--- src/rtl/hazard_ctrl.sv ---
// Pipeline hazard controller for the 5-stage MIPS core: stall/flush/forward selects plus mul/div freeze sequencer.
// Optional macro HAZARD_FWD_EN enables EX operand forwarding (otherwise RAW hazards stall until the producer reaches WB).
module hazard_ctrl #(
  parameter int MD_LATENCY = 32,
  parameter int CNT_W      = 8
) (
  input  logic       clk,
  input  logic       rst,
  input  logic [4:0] rs_id,
  input  logic [4:0] rt_id,
  input  logic [4:0] rs_ex,
  input  logic [4:0] rt_ex,
  input  logic [4:0] regaddr_ex,
  input  logic       regwrite_ex,
  input  logic       memtoreg_ex,
  input  logic [4:0] regaddr_mem,
  input  logic       regwrite_mem,
  input  logic [4:0] regaddr_wb,
  input  logic       regwrite_wb,
  input  logic       branch_taken_id,
  input  logic       jump_id,
  input  logic       md_start_ex,
  output logic       stall_if,
  output logic       stall_id,
  output logic       stall_ex,
  output logic       flush_id,
  output logic       flush_ex,
  output logic       flush_mem,
  output logic [1:0] fwd_a_ex,
  output logic [1:0] fwd_b_ex,
  output logic       md_busy,
  output logic       md_done
);

  typedef enum logic [1:0] {IDLE, RUN, DONE} state_t;

  state_t             state_q, state_d;
  logic [CNT_W-1:0]   cnt_q, cnt_d;
  logic               md_freeze;
  logic               load_use;
  logic               raw_stall;

  // Register $0 is hardwired to zero, so it never creates a dependency.
  function automatic logic hit(input logic [4:0] dst, input logic we, input logic [4:0] src);
    return we && (dst != 5'd0) && (dst == src);
  endfunction

  always_ff @(posedge clk) begin
    if (rst) begin
      state_q <= IDLE;
      cnt_q   <= '0;
    end else begin
      state_q <= state_d;
      cnt_q   <= cnt_d;
    end
  end

  always_comb begin
    state_d   = state_q;
    cnt_d     = cnt_q;
    md_freeze = 1'b0;
    md_busy   = 1'b0;
    md_done   = 1'b0;
    case (state_q)
      IDLE: begin
        if (md_start_ex) begin
          state_d   = RUN;
          cnt_d     = CNT_W'(MD_LATENCY - 1);
          md_freeze = 1'b1;
        end
      end
      RUN: begin
        md_freeze = 1'b1;
        md_busy   = 1'b1;
        if (cnt_q == '0) state_d = DONE;
        else             cnt_d   = cnt_q - 1'b1;
      end
      DONE: begin
        md_done = 1'b1;
        state_d = IDLE;
      end
      default: state_d = IDLE;
    endcase
  end

  assign load_use = memtoreg_ex &&
                    (hit(regaddr_ex, regwrite_ex, rs_id) || hit(regaddr_ex, regwrite_ex, rt_id));

`ifdef HAZARD_FWD_EN
  assign raw_stall = load_use;

  // MEM result is newer than WB, so it wins when both match.
  always_comb begin
    fwd_a_ex = 2'b00;
    fwd_b_ex = 2'b00;
    if (hit(regaddr_mem, regwrite_mem, rs_ex))     fwd_a_ex = 2'b10;
    else if (hit(regaddr_wb, regwrite_wb, rs_ex))  fwd_a_ex = 2'b01;
    if (hit(regaddr_mem, regwrite_mem, rt_ex))     fwd_b_ex = 2'b10;
    else if (hit(regaddr_wb, regwrite_wb, rt_ex))  fwd_b_ex = 2'b01;
  end
`else
  logic unused_fwd_inputs;
  assign unused_fwd_inputs = ^{rs_ex, rt_ex, regaddr_wb, regwrite_wb};

  assign raw_stall = load_use ||
                     hit(regaddr_ex,  regwrite_ex,  rs_id) || hit(regaddr_ex,  regwrite_ex,  rt_id) ||
                     hit(regaddr_mem, regwrite_mem, rs_id) || hit(regaddr_mem, regwrite_mem, rt_id);

  always_comb begin
    fwd_a_ex = 2'b00;
    fwd_b_ex = 2'b00;
  end
`endif

  // Freeze beats data stall beats control flush; a held branch flushes once released.
  always_comb begin
    stall_if  = 1'b0;
    stall_id  = 1'b0;
    stall_ex  = 1'b0;
    flush_id  = 1'b0;
    flush_ex  = 1'b0;
    flush_mem = 1'b0;
    if (md_freeze) begin
      stall_if  = 1'b1;
      stall_id  = 1'b1;
      stall_ex  = 1'b1;
      flush_mem = 1'b1;
    end else if (raw_stall) begin
      stall_if = 1'b1;
      stall_id = 1'b1;
      flush_ex = 1'b1;
    end else if (branch_taken_id || jump_id) begin
      flush_id = 1'b1;
    end
  end

endmodule

--- config.mk ---
export PLATFORM = sky130hd
export DESIGN_NAME = hazard_ctrl
export DESIGN_NICKNAME = d
export VERILOG_FILES = /design/src/rtl/hazard_ctrl.sv
export SDC_FILE = /design/constraint.sdc
export NUM_CORES = 1
export LEC_CHECK = 0
export CAP_MARGIN = 20
export CORE_MARGIN = 8
export CORE_UTILIZATION = 33
export CTS_CLUSTER_DIAMETER = 200
export DETAILED_ROUTE_END_ITERATION = 8
export HOLD_SLACK_MARGIN = 0.08
export PLACE_DENSITY = 0.75
export SLEW_MARGIN = 20
export SYNTH_ARGS = -nofsm -noshare
export SYNTH_HDL_FRONTEND = slang
export SYNTH_SLANG_ARGS = --single-unit
--- constraint.sdc ---
create_clock -name clk -period 1.9 [get_ports clk]
set_clock_uncertainty 0.05 [all_clocks]
set_input_delay 0.38 -clock clk [delete_from_list [all_inputs] [get_ports clk]]
set_output_delay 0.38 -clock clk [all_outputs]
set_load 0.05 [all_outputs]
==> metrics.yaml, run 1 <==
setup_violations: 4
die_w_um: 66.18
final.setup.tns_ns: -0.3593
syn_area_um2: 830.8
fin_crit_sh: 1.055
ioPinCount: 56
maxCapViolCount: 0
ant_nets: 0
cp_num_buf_inv: 2
period_needed_ns: 2.004
vias: 820
synth_top_family_by_area: "XOR/XNOR gates"
r2r-start: "cnt_q[0]"
initial_utilization: 0.3416
wl_per_cell_um: 13.64
core_mm2: 0.002432
final_common_cell: "xor2_1"
cts.sinks: 10
p_sw_mw: 0.3475
fp.dieArea_mm2: 0.004379
crit_start: "regaddr_ex[2]"
yosysSeqAreaShare: 0.2410
path_max_fanout: 3
cts_buffers: 3
finalCoreUtilization: 0.5350
drive_above_1_share: 0.3803
cp_slowest_stage_delay_ns: 0.52
startpoint_type: "primary input"
worstHoldStart: "cnt_q[0]"
comb_power_share: 0.530
area_delta_synth_final_pct: 56.63
drt-initial-drc-count: 15
root_buffer: "clkbuf_4"
synth-edff-count: 0
whs_ns: 0.4467
power_leakage_nw: 0.5718
intPower_mw: 0.5141
portBuffers: 34
drc: 0
antenna_found_initial: 0
ys_seq_elements: 10
violations: "negative setup slack"
grt_usage: 0.1143
critPathArrivalTime_ns: 1.57
rsz0062_at_grt: "true"
synth_compound_area_frac: 0.1220
async_flop_share: 0
cp-end-kind: "primary output"
ys_types: 27
die_y_um: 66.18
setup_ws_ns: -0.1043
path_clk_slew_ns: 0.06
yosys_warnings: 0
mostFrequentLayoutCells: "xor2_1 (26), buf_4 (12), nor2_1 (11)"
grt_pass1_wl_um: 4015
overflow: 0
status: "complete, but fails checks"
crit_slowest_cell: "or4_4"
slew_violations: 0
critPathRequiredTime_ns: 1.47
synth_area_per_cell_um2: 8.308
p_per_area_mw_per_mm2: 662.2
n_fill_cell: 233
wirelength_um: 2346
crit_family: "simple AND/OR/NAND/NOR gates"
pwr-share-seq: 0.312
synthMuxAreaShare: 0
switching_share: 0.4033
firstDrtPassIters: 4
htree_levels: 1
synth_ff_type: "dfxtp_1"
hold_violations: 0
synth-xor-area-share: 0.2741
ir_drop_v: 0.0005151
cp_cell_sequence: "buf_8 -> or4_4 -> o21ai_2 -> o22ai_2 -> nand2b_4 -> buf_12"
clock_path_buffers: 2
hold_class: "flop to flop"
hpwl_um: 2008
clkPwrFrac: 0.158
fmax_mhz: 498.9
cts_tree: "yes"
gp_congestion: 0.8796
grt_pass1_vias: 894
diodes: 0
row_count: 18
drt-vias-per-instance: 4.767
synth_cells: 100
crit_type: "primary input to primary output"
clk_latency_ns: 0.26
synth_fa_ha_area_frac: 0.03012
synth-simple-area-share: 0.2560
grt_max_degree: 9
final_nets: 190
==> power groups by stage <==
stage | Combinational (mW) | Clock, mW | Sequential (mW)
3_5_place_dp | 0.456 | 0 | 0.273
4_1_cts | 0.450 | 0.145 | 0.268
5_1_grt | 0.498 | 0.156 | 0.273
3_3_place_gp | 0.445 | 0 | 0.270
6_report | 0.456 | 0.136 | 0.269
2_1_floorplan | 0.284 | 0 | 0.267
==> tightest hold or removal path, cell delays in order (launching register included) <==
cell      delay (ns)
dfxtp_1         0.32
nand2b_1        0.07
a21oi_1         0.06
==> stage by stage <==
step	worst slack, ns	cell area [um^2]	power [mW]	cells
floorplan	-0.1016	855.8	0.5516	103
global placement	-0.5146	1287	0.7144	169
detailed placement	-0.5303	1287	0.7282	169
CTS	-0.1401	1295	0.8631	172
global route	-0.1578	1301	0.9268	172
finish	-0.1043	1301	0.8617	172
==> metal layers <==
| layer | part of all wire | global-route usage |
|---|---|---|
| met1 | 0.37 | 0.1222 |
| met4 | 0 | 0.01600 |
| met5 | 0 | 0 |
| met3 | 0.064 | 0.02373 |
| met2 | 0.57 | 0.2244 |
==> logic make-up (layout without fill, tap and decap cells) <==
| kind of cell | count (synthesis) | after routing |
|---|---|---|
| AOI/OAI and AO/OA | 14 | 14 |
| xor gates and xnor gates | 26 | 26 |
| adders and majority gates | 2 | 2 |
| buffers and inverters | 10 | 49 |
| DFF | 10 | 10 |
| other | 1 | 4 |
| and+or+nand+nor | 37 | 37 |
==> Yosys cell counts (all sizes together), types with 3 or more instances <==
library cell | count | area, um^2
xor2 | 26 | 227.7
nor2 | 12 | 45.04
dfxtp | 10 | 200.2
buf | 6 | 45.04
a21oi | 5 | 28.78
nor3 | 5 | 25.02
inv | 4 | 15.01
nand2 | 4 | 15.01
nand2b | 4 | 25.02
o21ai | 3 | 15.01
==> timing repair <==
action / in CTS / in global routing
setup buffers: 0 / 0
hold buffers: 0 / 0
endpoints found under the setup margin: 4 / 6
pin swaps: 17 / 14
gates resized for setup: 69 / 23
==> sequential cells by signal, indices dropped and copies added (netlist names) <==
signal and count:
cnt_q 8, state_q 2
==> path summary, 6_finish.rpt <==
kind | endpoint | slack [ns] | depth (start not counted)
setup / recovery | stall_if | -0.10 | 6
hold / removal | cnt_q[0] | 0.45 | 2
hold reg to reg | cnt_q[0] | 0.45 | 2
setup reg to reg | cnt_q[4] | 0.25 | 7
==> layout make-up <==
type	instances	area [um^2]	area share
Multi-Input combinational cell	83	634.4	0.4875
Timing Repair Buffer	42	391.6	0.3010
Sequential cell	10	200.2	0.1538
Tap cell	30	37.54	0.02885
Clock buffer	3	22.52	0.01731
Inverter	4	15.01	0.01154
No activity file was read; power rests on OpenSTA's default activity.
==> inputs of run 2 (changes only) <==
--- a/config.mk
+++ b/config.mk
@@ -12,7 +12,7 @@
 export DETAILED_ROUTE_END_ITERATION = 8
 export HOLD_SLACK_MARGIN = 0.08
 export PLACE_DENSITY = 0.75
-export SLEW_MARGIN = 20
+export SLEW_MARGIN = 10
 export SYNTH_ARGS = -nofsm -noshare
 export SYNTH_HDL_FRONTEND = slang
 export SYNTH_SLANG_ARGS = --single-unit
==> results of run 2 <==
Final layout, timing and power as in run 1 (identical DEF).
